[config.mk]
export PLATFORM = sky130hd
export DESIGN_NAME = param_fifo
export DESIGN_NICKNAME = d
export VERILOG_FILES = /design/src/rtl/fifo_pkg.sv /design/src/rtl/fifo_mem.sv /design/src/rtl/param_fifo.sv
export SDC_FILE = /design/constraint.sdc
export NUM_CORES = 1
export LEC_CHECK = 0
export CAP_MARGIN = 5
export CORE_MARGIN = 5
export CORE_UTILIZATION = 55
export DETAILED_ROUTE_END_ITERATION = 6
export GPL_TIMING_DRIVEN = 0
export PLACE_DENSITY = 0.78
export SLEW_MARGIN = 10
export SYNTH_ARGS = -nofsm -noshare
export SYNTH_HDL_FRONTEND = slang
export SYNTH_SLANG_ARGS = --single-unit
[constraint.sdc]
create_clock -name clk -period 6.2 [get_ports clk]
set_input_delay 1.86 -clock clk [delete_from_list [all_inputs] [get_ports clk]]
set_output_delay 1.86 -clock clk [all_outputs]
set_load 0.05 [all_outputs]
[src/rtl/fifo_pkg.sv]
// rtl/fifo_pkg.sv - shared constants and helpers for param_fifo
package fifo_pkg;

  localparam int DEF_WIDTH = 32;
  localparam int DEF_DEPTH = 8;

  localparam int FWFT_STD  = 0;
  localparam int FWFT_FALL = 1;

  function automatic int clog2(input int value);
    int result;
    result = 0;
    while ((1 << result) < value) begin
      result = result + 1;
    end
    return result;
  endfunction

endpackage

[src/rtl/fifo_mem.sv]
// rtl/fifo_mem.sv - DEPTH x WIDTH storage, synchronous write, asynchronous read
module fifo_mem
  import fifo_pkg::*;
#(
  parameter int WIDTH = DEF_WIDTH,
  parameter int DEPTH = DEF_DEPTH,
  parameter int AW    = clog2(DEPTH)
)(
  input  logic             clk,
  input  logic             wr_en,
  input  logic [AW-1:0]    wr_addr,
  input  logic [WIDTH-1:0] wr_data,
  input  logic [AW-1:0]    rd_addr,
  output logic [WIDTH-1:0] rd_data
);

  // Contents are intentionally not reset; the pointers decide what is valid.
  logic [WIDTH-1:0] mem_q [DEPTH];

  always_ff @(posedge clk) begin
    if (wr_en) begin
      mem_q[wr_addr] <= wr_data;
    end
  end

  assign rd_data = mem_q[rd_addr];

endmodule

[src/rtl/param_fifo.sv]
// rtl/param_fifo.sv - parameterised synchronous FIFO with standard or FWFT read
module param_fifo
  import fifo_pkg::*;
#(
  parameter int WIDTH    = DEF_WIDTH,
  parameter int DEPTH    = DEF_DEPTH,
  parameter int AF_LEVEL = DEPTH - 2,
  parameter int AE_LEVEL = 2,
  parameter int FWFT     = FWFT_STD
)(
  input  logic                   clk,
  input  logic                   rst,
  input  logic                   en,
  input  logic                   wr,
  input  logic                   rd,
  input  logic [WIDTH-1:0]       data_in,
  output logic [WIDTH-1:0]       data_out,
  output logic                   empty,
  output logic                   full,
  output logic                   almost_empty,
  output logic                   almost_full,
  output logic [clog2(DEPTH):0]  count,
  output logic                   overflow,
  output logic                   underflow
);

  localparam int AW = clog2(DEPTH);
  localparam int PW = AW + 1;

  localparam logic [PW-1:0] DEPTH_C = PW'(DEPTH);
  localparam logic [PW-1:0] AF_C    = PW'(AF_LEVEL);
  localparam logic [PW-1:0] AE_C    = PW'(AE_LEVEL);
  localparam logic [PW-1:0] ONE_C   = PW'(1);

  if ((DEPTH < 2) || (DEPTH > 1024) || ((DEPTH & (DEPTH - 1)) != 0)) begin : g_bad_depth
    $error("param_fifo: DEPTH must be a power of two in 2..1024");
  end
  if (AE_LEVEL >= AF_LEVEL) begin : g_bad_levels
    $error("param_fifo: AE_LEVEL must be below AF_LEVEL");
  end

  logic [PW-1:0]    wr_ptr_q, wr_ptr_d;
  logic [PW-1:0]    rd_ptr_q, rd_ptr_d;
  logic [WIDTH-1:0] data_out_q, data_out_d;
  logic             overflow_q, overflow_d;
  logic             underflow_q, underflow_d;
  logic             wr_acc, rd_acc;
  logic [AW-1:0]    mem_rd_addr;
  logic [WIDTH-1:0] mem_rd_data;

  assign count        = wr_ptr_q - rd_ptr_q;
  assign empty        = (count == '0);
  assign full         = (count == DEPTH_C);
  assign almost_full  = (count >= AF_C);
  assign almost_empty = (count <= AE_C);
  assign data_out     = data_out_q;
  assign overflow     = overflow_q;
  assign underflow    = underflow_q;

  // FWFT mode looks ahead at the head that will be current after this edge.
  assign mem_rd_addr = (FWFT == FWFT_FALL) ? rd_ptr_d[AW-1:0] : rd_ptr_q[AW-1:0];

  always_comb begin
    rd_acc      = en && rd && !empty;
    wr_acc      = en && wr && (!full || rd_acc);
    wr_ptr_d    = wr_acc ? wr_ptr_q + ONE_C : wr_ptr_q;
    rd_ptr_d    = rd_acc ? rd_ptr_q + ONE_C : rd_ptr_q;
    overflow_d  = en && wr && !wr_acc;
    underflow_d = en && rd && !rd_acc;
    data_out_d  = data_out_q;
    if (FWFT == FWFT_FALL) begin
      if (wr_ptr_d != rd_ptr_d) begin
        // The next head may be the slot being written on this very edge.
        data_out_d = (wr_acc && (rd_ptr_d == wr_ptr_q)) ? data_in : mem_rd_data;
      end
    end else if (rd_acc) begin
      data_out_d = mem_rd_data;
    end
  end

  always_ff @(posedge clk or negedge rst) begin
    if (!rst) begin
      wr_ptr_q    <= '0;
      rd_ptr_q    <= '0;
      data_out_q  <= '0;
      overflow_q  <= 1'b0;
      underflow_q <= 1'b0;
    end else begin
      wr_ptr_q    <= wr_ptr_d;
      rd_ptr_q    <= rd_ptr_d;
      data_out_q  <= data_out_d;
      overflow_q  <= overflow_d;
      underflow_q <= underflow_d;
    end
  end

  fifo_mem #(
    .WIDTH (WIDTH),
    .DEPTH (DEPTH),
    .AW    (AW)
  ) u_mem (
    .clk     (clk),
    .wr_en   (wr_acc),
    .wr_addr (wr_ptr_q[AW-1:0]),
    .wr_data (data_in),
    .rd_addr (mem_rd_addr),
    .rd_data (mem_rd_data)
  );

endmodule
* Yosys cells after proc, flatten, opt, wreduce, memory -nomap -nowiden
Memory sizes are Yosys's and may differ from the RTL's. A register that Yosys moved wholly into a read port is not among the register bits. Cells that the tools add are included.
Cells by class: add/subtract/negate cells 3, multiply operators 0, div/mod/pow operators 0, $lt $le $gt $ge 2, equality and inequality tests 1, shifts and indexed selects 0, mux-type cells 2, bitwise operators 0, reductions and logical operators 13
Operators by type and width (number):
- $add A4 B1 Y4 const B | 2
- $logic_and A1 B1 Y1 | 6
- $logic_not A1 Y1 | 5
- $eq A4 B4 Y1 const B | 1
- $ge A4 B3 Y1 const B | 1
- $le A4 B2 Y1 const B | 1
- $logic_not A4 Y1 | 1
- $sub A4 B4 Y4 | 1
- $mux W1 | 2
- $logic_or A1 B1 Y1 | 1
Storage, ports and cells: bits in registers 10, bits in latches 0, bits in writable memories 256, bits in read-only memories 0, bits of input ports 37, logic and storage cells 26, memories 1
Memories:
- u_mem.mem_q | depth 8, width 32, read ports 1, clocked after Yosys merged registers in 1, write ports 1, RTL line fifo_mem.sv:18 | logic [WIDTH-1:0] mem_q [DEPTH];

* Logic depth before layout (Yosys ltp)
Gate-level depths: netlist (run 1).
depth after elaboration 8, mapped depth 12

* By module
Synthesis (run 1) repeated with hierarchy kept, for this count alone.
Unflattened totals: cells, all modules 535, area total of the unflattened synthesis 11820.1 um2
Modules (own cells, without submodules):
- fifo_mem | times used 1, cells an instance 383, area each 9825.7 um2, seq. area each 7687.4 um2
- param_fifo | times used 1, cells an instance 152, area each 1994.4 um2, seq. area each 1051.0 um2

* Worst setup path before layout (run 1)
OpenSTA, ideal clock, no wires.
path kind register to register, start register rd_ptr_q[1], end memory u_mem.mem_q[0][0] (netlist name), enable pin, arrival 5.811 ns, required time 5.699 ns, slack -0.113 ns, cell stages (with the launch flop) 10, path buffers 3, clock period less this slack 6.313 ns, cells stage by stage dfrtp_1 clkbuf_1 clkinv_1 clkbuf_1 fa_1 xor2_1 or3_1 buf_2 o31ai_1 nor4_1
Between the ends: word-level cells in the longest chain between the ends 8, elaborated cells between the ends (all ways) 10, classes of those cells add/sub (1); eq/ne (1); mux (2); reduce/logical (6)
RTL lines:
- from (decl) | RTL line param_fifo.sv:43 | logic [PW-1:0] rd_ptr_q, rd_ptr_d;
- from (signal assigned) | RTL line param_fifo.sv:90 | rd_ptr_q <= rd_ptr_d;
- $sub A4 B4 Y4 * | RTL line param_fifo.sv:51 | assign count = wr_ptr_q - rd_ptr_q;
- via count[2] | RTL line param_fifo.sv:22 | output logic [clog2(DEPTH):0] count,
- $logic_not A4 Y1 | RTL line param_fifo.sv:52 | assign empty = (count == '0);
- $logic_not A1 Y1 | RTL line param_fifo.sv:64 | rd_acc = en && rd && !empty;
- $logic_and A1 B1 Y1 | RTL line param_fifo.sv:64
- $logic_or A1 B1 Y1 * | RTL line param_fifo.sv:65 | wr_acc = en && wr && (!full || rd_acc);
- $logic_and A1 B1 Y1 * | RTL line param_fifo.sv:65
- $mux W1 * | RTL line fifo_mem.sv:21 | if (wr_en) begin
- $mux W1 (implied by the code) * | RTL line fifo_mem.sv:22 | mem_q[wr_addr] <= wr_data;
- to (decl) | RTL line fifo_mem.sv:18
The timed path passes the listed nets; every way through them passes the cells marked *.

* Worst setup path after layout (run 1)
start register rd_ptr_q[1], end output empty
Between the ends: word-level cells in the longest chain between the ends 2
RTL lines:
- $sub A4 B4 Y4 | RTL line param_fifo.sv:51
- $logic_not A4 Y1 | RTL line param_fifo.sv:52
- to (decl) | RTL line param_fifo.sv:18 | output logic empty,
No other way between the ends.

==> flow_summary.yaml, run 1 <==
clock_tree:
  cts_max_level: 1
  cts_setup_buffers: 0
  cts_made_buffers: 29
  hold_buffers: 0
  ctsResizeCount: 0
  cts_root_buffer: "clkbuf_16"
  cts_tree: "done"
  clk_pin_slew_ns: 0.06
  clk_path_buf_depth: 3
  worst_skew_pair.late_latency_ns: 0.54
  clock_sinks: 298
worst_setup_path:
  slowest_stage: "clkdlybuf4s50_1"
  worst_setup_path_end_kind: "output port"
  slowest_delay_ns: 0.82
  critPathLaunchType: "flip-flop"
  critPathArrivalTime_ns: 4.07
  crit_fanout: 11
  crit_required_ns: 4.34
  path_class: "reg2out"
  crit_path_cell_trace: "clkbuf_1, clkinv_1, clkbuf_2, fa_1, xor2_1, or3_1, buf_2, nor2_1, clkdlybuf4s50_1"
sta:
  finalHoldViolations: 0
  setup_viol: 0
  fmax_mhz: 169
  fin_crit_ns: 5.93
  fin_crit_sh_pct: 95.6
  drv_slew: 0
  rsz0062_at_grt: "no"
  slew_headroom_pct: 31.5
  clock_skew_ns: 0.00836
  worstMarginPinSlew_ns: 1.02
yosys:
  synth_warnings: 0
  synthFlopType: "edfxtp_1"
  synth_fp_nets: 626
  syn-cell-area_mm2: 0.0113
  ys_seq_area_share_pct: 77.4
  synth_edf_count: 256
  synthArstFlopShare_pct: 14.1
  synthTopCellsByCount: "256 x edfxtp_1, 73 x nand2_1, 64 x mux4_2, 42 x dfrtp_1, 37 x nor2_1"
  ys_types: 32
  yosys-top-cells-area: "edfxtp_1 68%, mux4_2 13%, dfrtp_1 9.3%"
  netlist.area_leader.share_pct: 68.0
  avgSynthCellArea_um2: 19.4
  ys_seq_elements: 298
  synth.most_common_cell: "edfxtp_1"
  synth_area_leader_cell: "edfxtp_1"
  synthCells: 583
cells_and_area:
  layout-drive-gt1-share_pct: 20.7
  multi_input_area_mm2: 0.00243
  nFillCells: 1313
  fin_area_mm2: 0.0136
  final_net_count: 758
  area_delta_synth_final_pct: 20.8
  seq_area_mm2: 0.00874
die:
  die_y_um: 153
  die_w_um: 153
  start_util_pct: 55.8
  dieArea_mm2: 0.0235
  rows: 52
  io_pins: 79
  fp.coreArea_mm2: 0.0202
power:
  p_switching_mw: 2.50
  p_comb_share_pct: 38.1
  peakVddDrop_v: 0.000461
  internal-power_mw: 4.41
  p_per_area_mw_per_mm2: 506
  p_leak_nw: 4.63
  clockPowerShare_pct: 24.1
  switching_share_pct: 36.1
  seqPwrFrac_pct: 37.8
  totalPowerFinal_mw: 6.91
detailed_routing:
  ant_nets: 0
  postRouteWirelength_um: 24200
  via_per_inst: 5.90
  dr_total_vias: 5953
  firstDrtPassIters: 5
  drt_iter0_markers: 414
  drc_errors: 0
  routedWlPerCell_um: 24.0
global_routing:
  grt_overflow: 0
  antenna_found_initial: 1
  grt_pass1_wl_um: 37100
  grt_max_degree: 27
  grt_util_all_layers_pct: 20.7
  first_global_vias: 6372
hold_path:
  hp-class: "reg2reg"
placed_design:
  port_buffers: 78
  placed_cell_area_mm2: 0.0127
  dp_hpwl_um: 15800
  place_congestion: 0.763
run_status:
  outcome: "complete, no violations"
flow_run:
  maxCapViolCount: 0
## cell usage in the layout, fill, tap and decap left out, types with 14 or more instances in the layout
master,synthesis,final
edfxtp_1,256,256
clkdlybuf4s50_1,0,76
nand2_1,73,73
mux4_2,64,64
dfrtp_1,42,42
nor2_1,37,35
a31oi_1,32,32
clkbuf_16,0,29
clkbuf_1,10,18
buf_2,13,14
## final timing paths
path                                                end  cells past startpoint                     from  slack [ns]
min                             wr_ptr_q[3]$_DFFE_PN0P_                      1  wr_ptr_q[3]$_DFFE_PN0P_        0.55
max in group asynchronous      data_out[23]$_DFFE_PN0P_                      2                      rst        4.34
max reg2reg                u_mem.mem_q[4][23]$_DFFE_PP_                     11  rd_ptr_q[1]$_DFFE_PN0P_        1.92
min in group asynchronous           underflow$_DFF_PN0_                      1                      rst        1.29
min reg2reg                     wr_ptr_q[3]$_DFFE_PN0P_                      1  wr_ptr_q[3]$_DFFE_PN0P_        0.55
max                                               empty                      9  rd_ptr_q[1]$_DFFE_PN0P_        0.27
## cell families after synthesis
group	synth area share [%]
flops	77.4
simple gates	4.45
mux	12.9
compound gates	2.34
buf+inv	1.57
xor+xnor	0.698
fa+ha+maj	0.731
## through the flow
stage / hold slack (ns) / setup TNS (ns) / cells / utilization (%) / setup WS (ns)
2_1_floorplan: 0.502 / 0 / 583 / - / 0.572
3_3_place_gp: 0.519 / -182.18 / 931 / 61.4 / -1.47
3_5_place_dp: 0.531 / 0 / 954 / 63.0 / 0.721
4_1_cts: 0.540 / 0 / 1008 / 67.4 / 0.124
5_1_grt: 0.572 / 0 / 1009 / 67.5 / 0.118
6_report: 0.546 / 0 / 1009 / 67.5 / 0.274
## layout make-up
type,count,share of cell area (%)
Antenna cell,1,0.0183
Clock inverter,15,0.926
Multi-Input combinational cell,246,17.8
Sequential cell,298,64.0
Tap cell,270,2.48
Inverter,8,0.220
Clock buffer,39,5.67
Buffer,31,1.09
Timing Repair Buffer,101,7.77
## power groups by stage
stage          Sequential (mW)  Combinational, mW  Clock, mW
2_1_floorplan             2.98               1.43          0
3_3_place_gp              2.64               2.52          0
3_5_place_dp              2.65               2.65          0
4_1_cts                   2.61               2.67       1.68
5_1_grt                   2.64               2.80       1.78
6_report                  2.61               2.63       1.66
## layer usage
| metal | vias to the layer above | global-route usage (%) | share of wire (%) |
|---|---|---|---|
| met5 | - | 0 | 0 |
| met4 | 0 | 4.96 | 2.1 |
| met3 | 45 | 4.30 | 8.0 |
| met2 | 263 | 36.2 | 52 |
| met1 | 3068 | 27.1 | 38 |
| li1 | 2577 | - | - |
## sequential cells by signal (all words and copies together) (netlist names)
register and flops:
u_mem.mem_q 256, wr_ptr_q 4, underflow 1, data_out 32
overflow 1, rd_ptr_q 4
## critical path, delay by kind of cell (launching register included)
| family | cells | cell delay [ns] |
|---|---|---|
| DFF | 1 | 0.36 |
| buffers and inverters | 5 | 2.00 |
| xor gates and xnor gates | 1 | 0.21 |
| and+or+nand+nor | 2 | 0.45 |
| adders and majority gates | 1 | 0.50 |
Power figures use the tool's default switching activity.
==> inputs of run 2 (changes only) <==
CORE_UTILIZATION = 50   (was 55)
PLACE_DENSITY = 0.72   (was 0.78)
clock period = 5.85 ns   (was 6.2 ns; I/O delays follow)
==> flow_summary.yaml, run 2 (synthesis results as in run 1) <==
clock_tree:
  clk_pin_slew_ns: 0.06
  clk_path_buf_depth: 3
  cts_max_level: 1
  hold_buffers: 0
  cts_tree: "done"
  cts_made_buffers: 30
  clock_sinks: 298
  worst_skew_pair.late_latency_ns: 0.55
  cts_root_buffer: "clkbuf_16"
global_routing:
  grt_overflow: 0
  grt_max_degree: 28
  antenna_found_initial: 1
  grt_util_all_layers_pct: 19.1
  grt_pass1_wl_um: 37100
  first_global_vias: 6257
power:
  p_comb_share_pct: 36.4
  peakVddDrop_v: 0.000445
  p_switching_mw: 2.66
  p_per_area_mw_per_mm2: 548
  switching_share_pct: 35.0
  internal-power_mw: 4.95
  totalPowerFinal_mw: 7.60
  clockPowerShare_pct: 27.2
  p_leak_nw: 4.75
  seqPwrFrac_pct: 36.4
placed_design:
  port_buffers: 78
  place_congestion: 0.747
  pre_cts_ws_ns: 0.477
  placed_cell_area_mm2: 0.0128
  dp_hpwl_um: 15700
  placedCellCount: 969
run_status:
  outcome: "complete, no violations"
cells_and_area:
  final_cell_mix: "256 x edfxtp_1, 74 x clkdlybuf4s50_1, 73 x nand2_1"
  utilization_pct: 61.9
  final_net_count: 759
  layout-drive-gt1-share_pct: 22.6
  area_delta_synth_final_pct: 22.9
  stdcell_count: 1026
  largest_register_ffs: 256
  nFillCells: 1570
  fin_area_mm2: 0.0139
  final_common_cell: "edfxtp_1"
  top_register: "u_mem.mem_q"
detailed_routing:
  dr_total_vias: 5975
  drc_errors: 0
  postRouteWirelength_um: 24200
  firstDrtPassIters: 5
  drt_iter0_markers: 499
  via_per_inst: 5.82
  routedWlPerCell_um: 23.6
  ant_nets: 0
hold_path:
  hold_end: "wr_ptr_q[3]$_DFFE_PN0P_"
  hp-class: "reg2reg"
  hold_start: "wr_ptr_q[3]$_DFFE_PN0P_"
  whs_path_depth: 1
sta:
  fin_crit_sh_pct: 94.7
  fin_setup_tns_ns: 0
  worstMarginPinSlew_ns: 0.991
  whs_ns: 0.541
  setup_viol: 0
  fin_crit_ns: 5.54
  clock_skew_ns: 0.0185
  fin_ws_ns: 0.308
  fmax_mhz: 180
  finalHoldViolations: 0
  rsz0062_at_grt: "no"
  drv_slew: 0
  slew_headroom_pct: 33.3
die:
  die_y_um: 160
  fp.coreArea_mm2: 0.0224
  dieArea_mm2: 0.0257
  io_pins: 79
  rows: 55
  start_util_pct: 50.4
  die_w_um: 160
worst_setup_path:
  reg2reg_slack_ns: 1.53
  worst_setup_path_end_kind: "output port"
  path_class: "reg2out"
  r2r_end: "u_mem.mem_q[5][9]$_DFFE_PP_"
  critPathLaunchType: "flip-flop"
  r2r-start: "rd_ptr_q[1]$_DFFE_PN0P_"
  crit_required_ns: 4.09
  crit_fanout: 11
  rr_worst_depth: 11
  critPathArrivalTime_ns: 3.79
flow_run:
  maxCapViolCount: 0
-- run 2: power by group through the flow --
stage	logic (mW)	clock network, mW	registers (mW)
detailed placement	2.80	0	2.81
global placement	2.68	0	2.81
finish	2.77	2.07	2.77
floorplan	1.52	0	3.15
CTS	2.81	2.10	2.77
global route	2.97	2.19	2.79
-- run 2: worst max-delay path by stage --
| stage | startpoint | end | cells past startpoint |
|---|---|---|---|
| final | rd_ptr_q[1]$_DFFE_PN0P_ | count[3] | 9 |
| after CTS | rd_ptr_q[1]$_DFFE_PN0P_ | full | 9 |
| after global routing | rd_ptr_q[1]$_DFFE_PN0P_ | count[3] | 9 |
| after global placement | rd_ptr_q[1]$_DFFE_PN0P_ | u_mem.mem_q[2][1]$_DFFE_PP_ | 10 |
| after detailed placement | rd_ptr_q[1]$_DFFE_PN0P_ | empty | 9 |
| after floorplan | rd_ptr_q[1]$_DFFE_PN0P_ | u_mem.mem_q[2][0]$_DFFE_PP_ | 10 |
-- run 2: routing by layer --
layer  wire, um  GRT usage [%]
met4        572           4.89
met1       9860           26.6
met3       1550           3.21
met2      12200           31.9
met5          0              0
-- run 2: area by class of cell --
class                           count  area (um2)  area share (%)
Sequential cell                   298        8740            62.9
Clock inverter                     20         256            1.85
Buffer                             31         149            1.07
Tap cell                          285         357            2.57
Timing Repair Buffer              101        1070            7.73
Multi-Input combinational cell    246        2430            17.5
Antenna cell                        1        2.50          0.0180
Clock buffer                       36         845            6.08
Inverter                            8        30.0           0.216
-- run 2: repair_timing --
item	4_1_cts	5_1_grt
resized for setup	2	2
cloned	0	0
setup endpoints to repair	3	2
buffers inserted	0	0
pin swaps	0	0
-- run 2: worst max-delay path: stages (launching register included) --
cell	delay (ns)
dfrtp_1	0.36
clkbuf_1	0.30
clkinv_1	0.32
clkbuf_2	0.36
ha_1	0.39
and3b_1	0.20
nor3_1	0.24
nor2_1	0.14
inv_1	0.11
clkdlybuf4s50_1	0.81
==> inputs of run 3 (changes only) <==
GPL_TIMING_DRIVEN = not set   (was 0)
==> flow_summary.yaml, run 3 (synthesis results as in run 1) <==
cells_and_area:
  seq_area_mm2: 0.00874
  layout-drive-gt1-share_pct: 21.1
  n_antenna_cell: 0
  area_delta_synth_final_pct: 20.2
  top_register: "u_mem.mem_q"
  nFillCells: 1612
  final_net_count: 721
  final_cell_mix: "256 x edfxtp_1, 73 x nand2_1, 70 x clkdlybuf4s50_1"
  multi_input_area_mm2: 0.00243
  final_common_cell: "edfxtp_1"
  largest_register_ffs: 256
sta:
  slew_headroom_pct: 22.7
  fin_crit_ns: 5.06
  worstMarginPinSlew_ns: 1.16
  setup_viol: 0
  fin_setup_tns_ns: 0
  clock_skew_ns: 0.0156
  fin_crit_sh_pct: 86.4
  fin_ws_ns: 0.793
  fmax_mhz: 198
  finalHoldViolations: 0
  drv_slew: 0
  rsz0062_at_grt: "no"
detailed_routing:
  drc_errors: 0
  routedWlPerCell_um: 22.7
  drt_iter0_markers: 365
  dr_total_vias: 5656
  via_per_inst: 5.73
  ant_nets: 0
  postRouteWirelength_um: 22400
  firstDrtPassIters: 4
die:
  fp.coreArea_mm2: 0.0224
  die_w_um: 160
  start_util_pct: 50.4
  die_y_um: 160
  dieArea_mm2: 0.0257
  io_pins: 79
  rows: 55
power:
  p_leak_nw: 4.57
  p_per_area_mw_per_mm2: 558
  peakVddDrop_v: 0.000540
global_routing:
  grt_pass1_wl_um: 35000
  top_usage_layer: "met2"
  grt_max_degree: 67
  grt_util_all_layers_pct: 17.5
  first_global_vias: 6001
  grt_overflow: 0
  use_met2_pct: 30.3
  met3_usage_pct: 2.98
  grtUsageMet1_pct: 23.2
  antenna_found_initial: 0
run_status:
  outcome: "complete, no violations"
worst_setup_path:
  slowest_stage: "ha_1"
  crit_fanout: 19
  cp-startpoint: "rd_ptr_q[1]$_DFFE_PN0P_"
  path_class: "reg2out"
  slowest_delay_ns: 0.60
  r2r-start: "rd_ptr_q[1]$_DFFE_PN0P_"
  crit_required_ns: 4.09
  crit_path_cell_trace: "clkinv_1, ha_1, and3b_1, nor3_1, nor2_1, inv_1, a211oi_1, buf_12"
  path_buf_inv: 3
  critPathLaunchType: "flip-flop"
  worst_setup_path_end_kind: "output port"
  critPathArrivalTime_ns: 3.30
  cpLargestDelayFamily: "buffers and inverters"
clock_tree:
  cts_setup_buffers: 0
  hold_buffers: 0
  clk_pin_slew_ns: 0.06
  worst_skew_pair.late_latency_ns: 0.55
  clock_sinks: 298
  cts_max_level: 1
  cts_made_buffers: 30
  cts_root_buffer: "clkbuf_16"
  clk_path_buf_depth: 3
  cts_tree: "done"
  ctsResizeCount: 0
hold_path:
  hold_start: "wr_ptr_q[3]$_DFFE_PN0P_"
  hp-class: "reg2reg"
placed_design:
  port_buffers: 78
  place_congestion: 0.773
  dp_hpwl_um: 12600
  pre_cts_ws_ns: 1.31
flow_run:
  maxCapViolCount: 0
run 3: cell count changes in the layout (fill, tap and decap cells not counted), sizes merged:
| cell | before | now |
|---|---|---|
| dlymetal6s2s | 2 | 0 |
| buf | 45 | 24 |
| inv | 7 | 8 |
| diode | 1 | 0 |
| dlygate4sd2 | 1 | 0 |
| clkinvlp | 2 | 0 |
| clkdlybuf4s50 | 74 | 70 |
| clkbuf | 46 | 38 |
| bufinv | 6 | 5 |
run 3: final timing paths:
kind | end | slack, ns | cells past startpoint
min in group asynchronous | data_out[20]$_DFFE_PN0P_ | 1.35 | 2
worst min register to register | wr_ptr_q[3]$_DFFE_PN0P_ | 0.54 | 1
worst max-delay path | almost_empty | 0.79 | 8
max in group asynchronous | rd_ptr_q[0]$_DFFE_PN0P_ | 3.97 | 2
worst max register to register | u_mem.mem_q[6][6]$_DFFE_PP_ | 1.67 | 7
worst min-delay path | wr_ptr_q[3]$_DFFE_PN0P_ | 0.54 | 1
run 3: layout make-up:
type | count | area share, %
Clock buffer | 38 | 6.05
Clock inverter | 18 | 1.67
Inverter | 8 | 0.221
Multi-Input combinational cell | 246 | 17.9
Sequential cell | 298 | 64.4
Tap cell | 285 | 2.63
Timing Repair Buffer | 94 | 7.12
run 3: layer usage:
metal / vias to the layer above / part of all wire (%) / wire, um
li1: 2504 / - / -
met1: 2927 / 40 / 8910
met2: 185 / 52 / 11500
met3: 40 / 6.1 / 1370
met4: 0 / 2.4 / 547
met5: - / 0 / 0
run 3: through the flow:
step / total power, mW / util (%) / instance area, um2 / instances / hold slack (ns)
detailed placement: 5.66 / 55.8 / 12500 / 931 / 0.525
floorplan: 4.67 / - / 11300 / 583 / 0.502
global route: 7.92 / 60.5 / 13600 / 987 / 0.562
global placement: 5.60 / 55.8 / 12500 / 931 / 0.520
finish: 7.58 / 60.5 / 13600 / 987 / 0.539
CTS: 7.65 / 60.5 / 13600 / 987 / 0.538
run 3: worst reg2reg max path: stages (launching register included):
cell	delay [ns]
dfrtp_1	0.34
clkinv_1	0.59
fa_1	0.69
xor2_1	0.38
or3_1	0.27
o41a_1	0.31
nand2_1	0.23
nor2_4	0.95
run 3: power breakdown:
group | internal [mW] | switching [mW] | leakage, nW | total (mW)
clock | 1.21 | 0.763 | 0.521 | 1.98
sequential | 2.61 | 0.207 | 2.79 | 2.82
combinational | 1.15 | 1.64 | 1.26 | 2.78
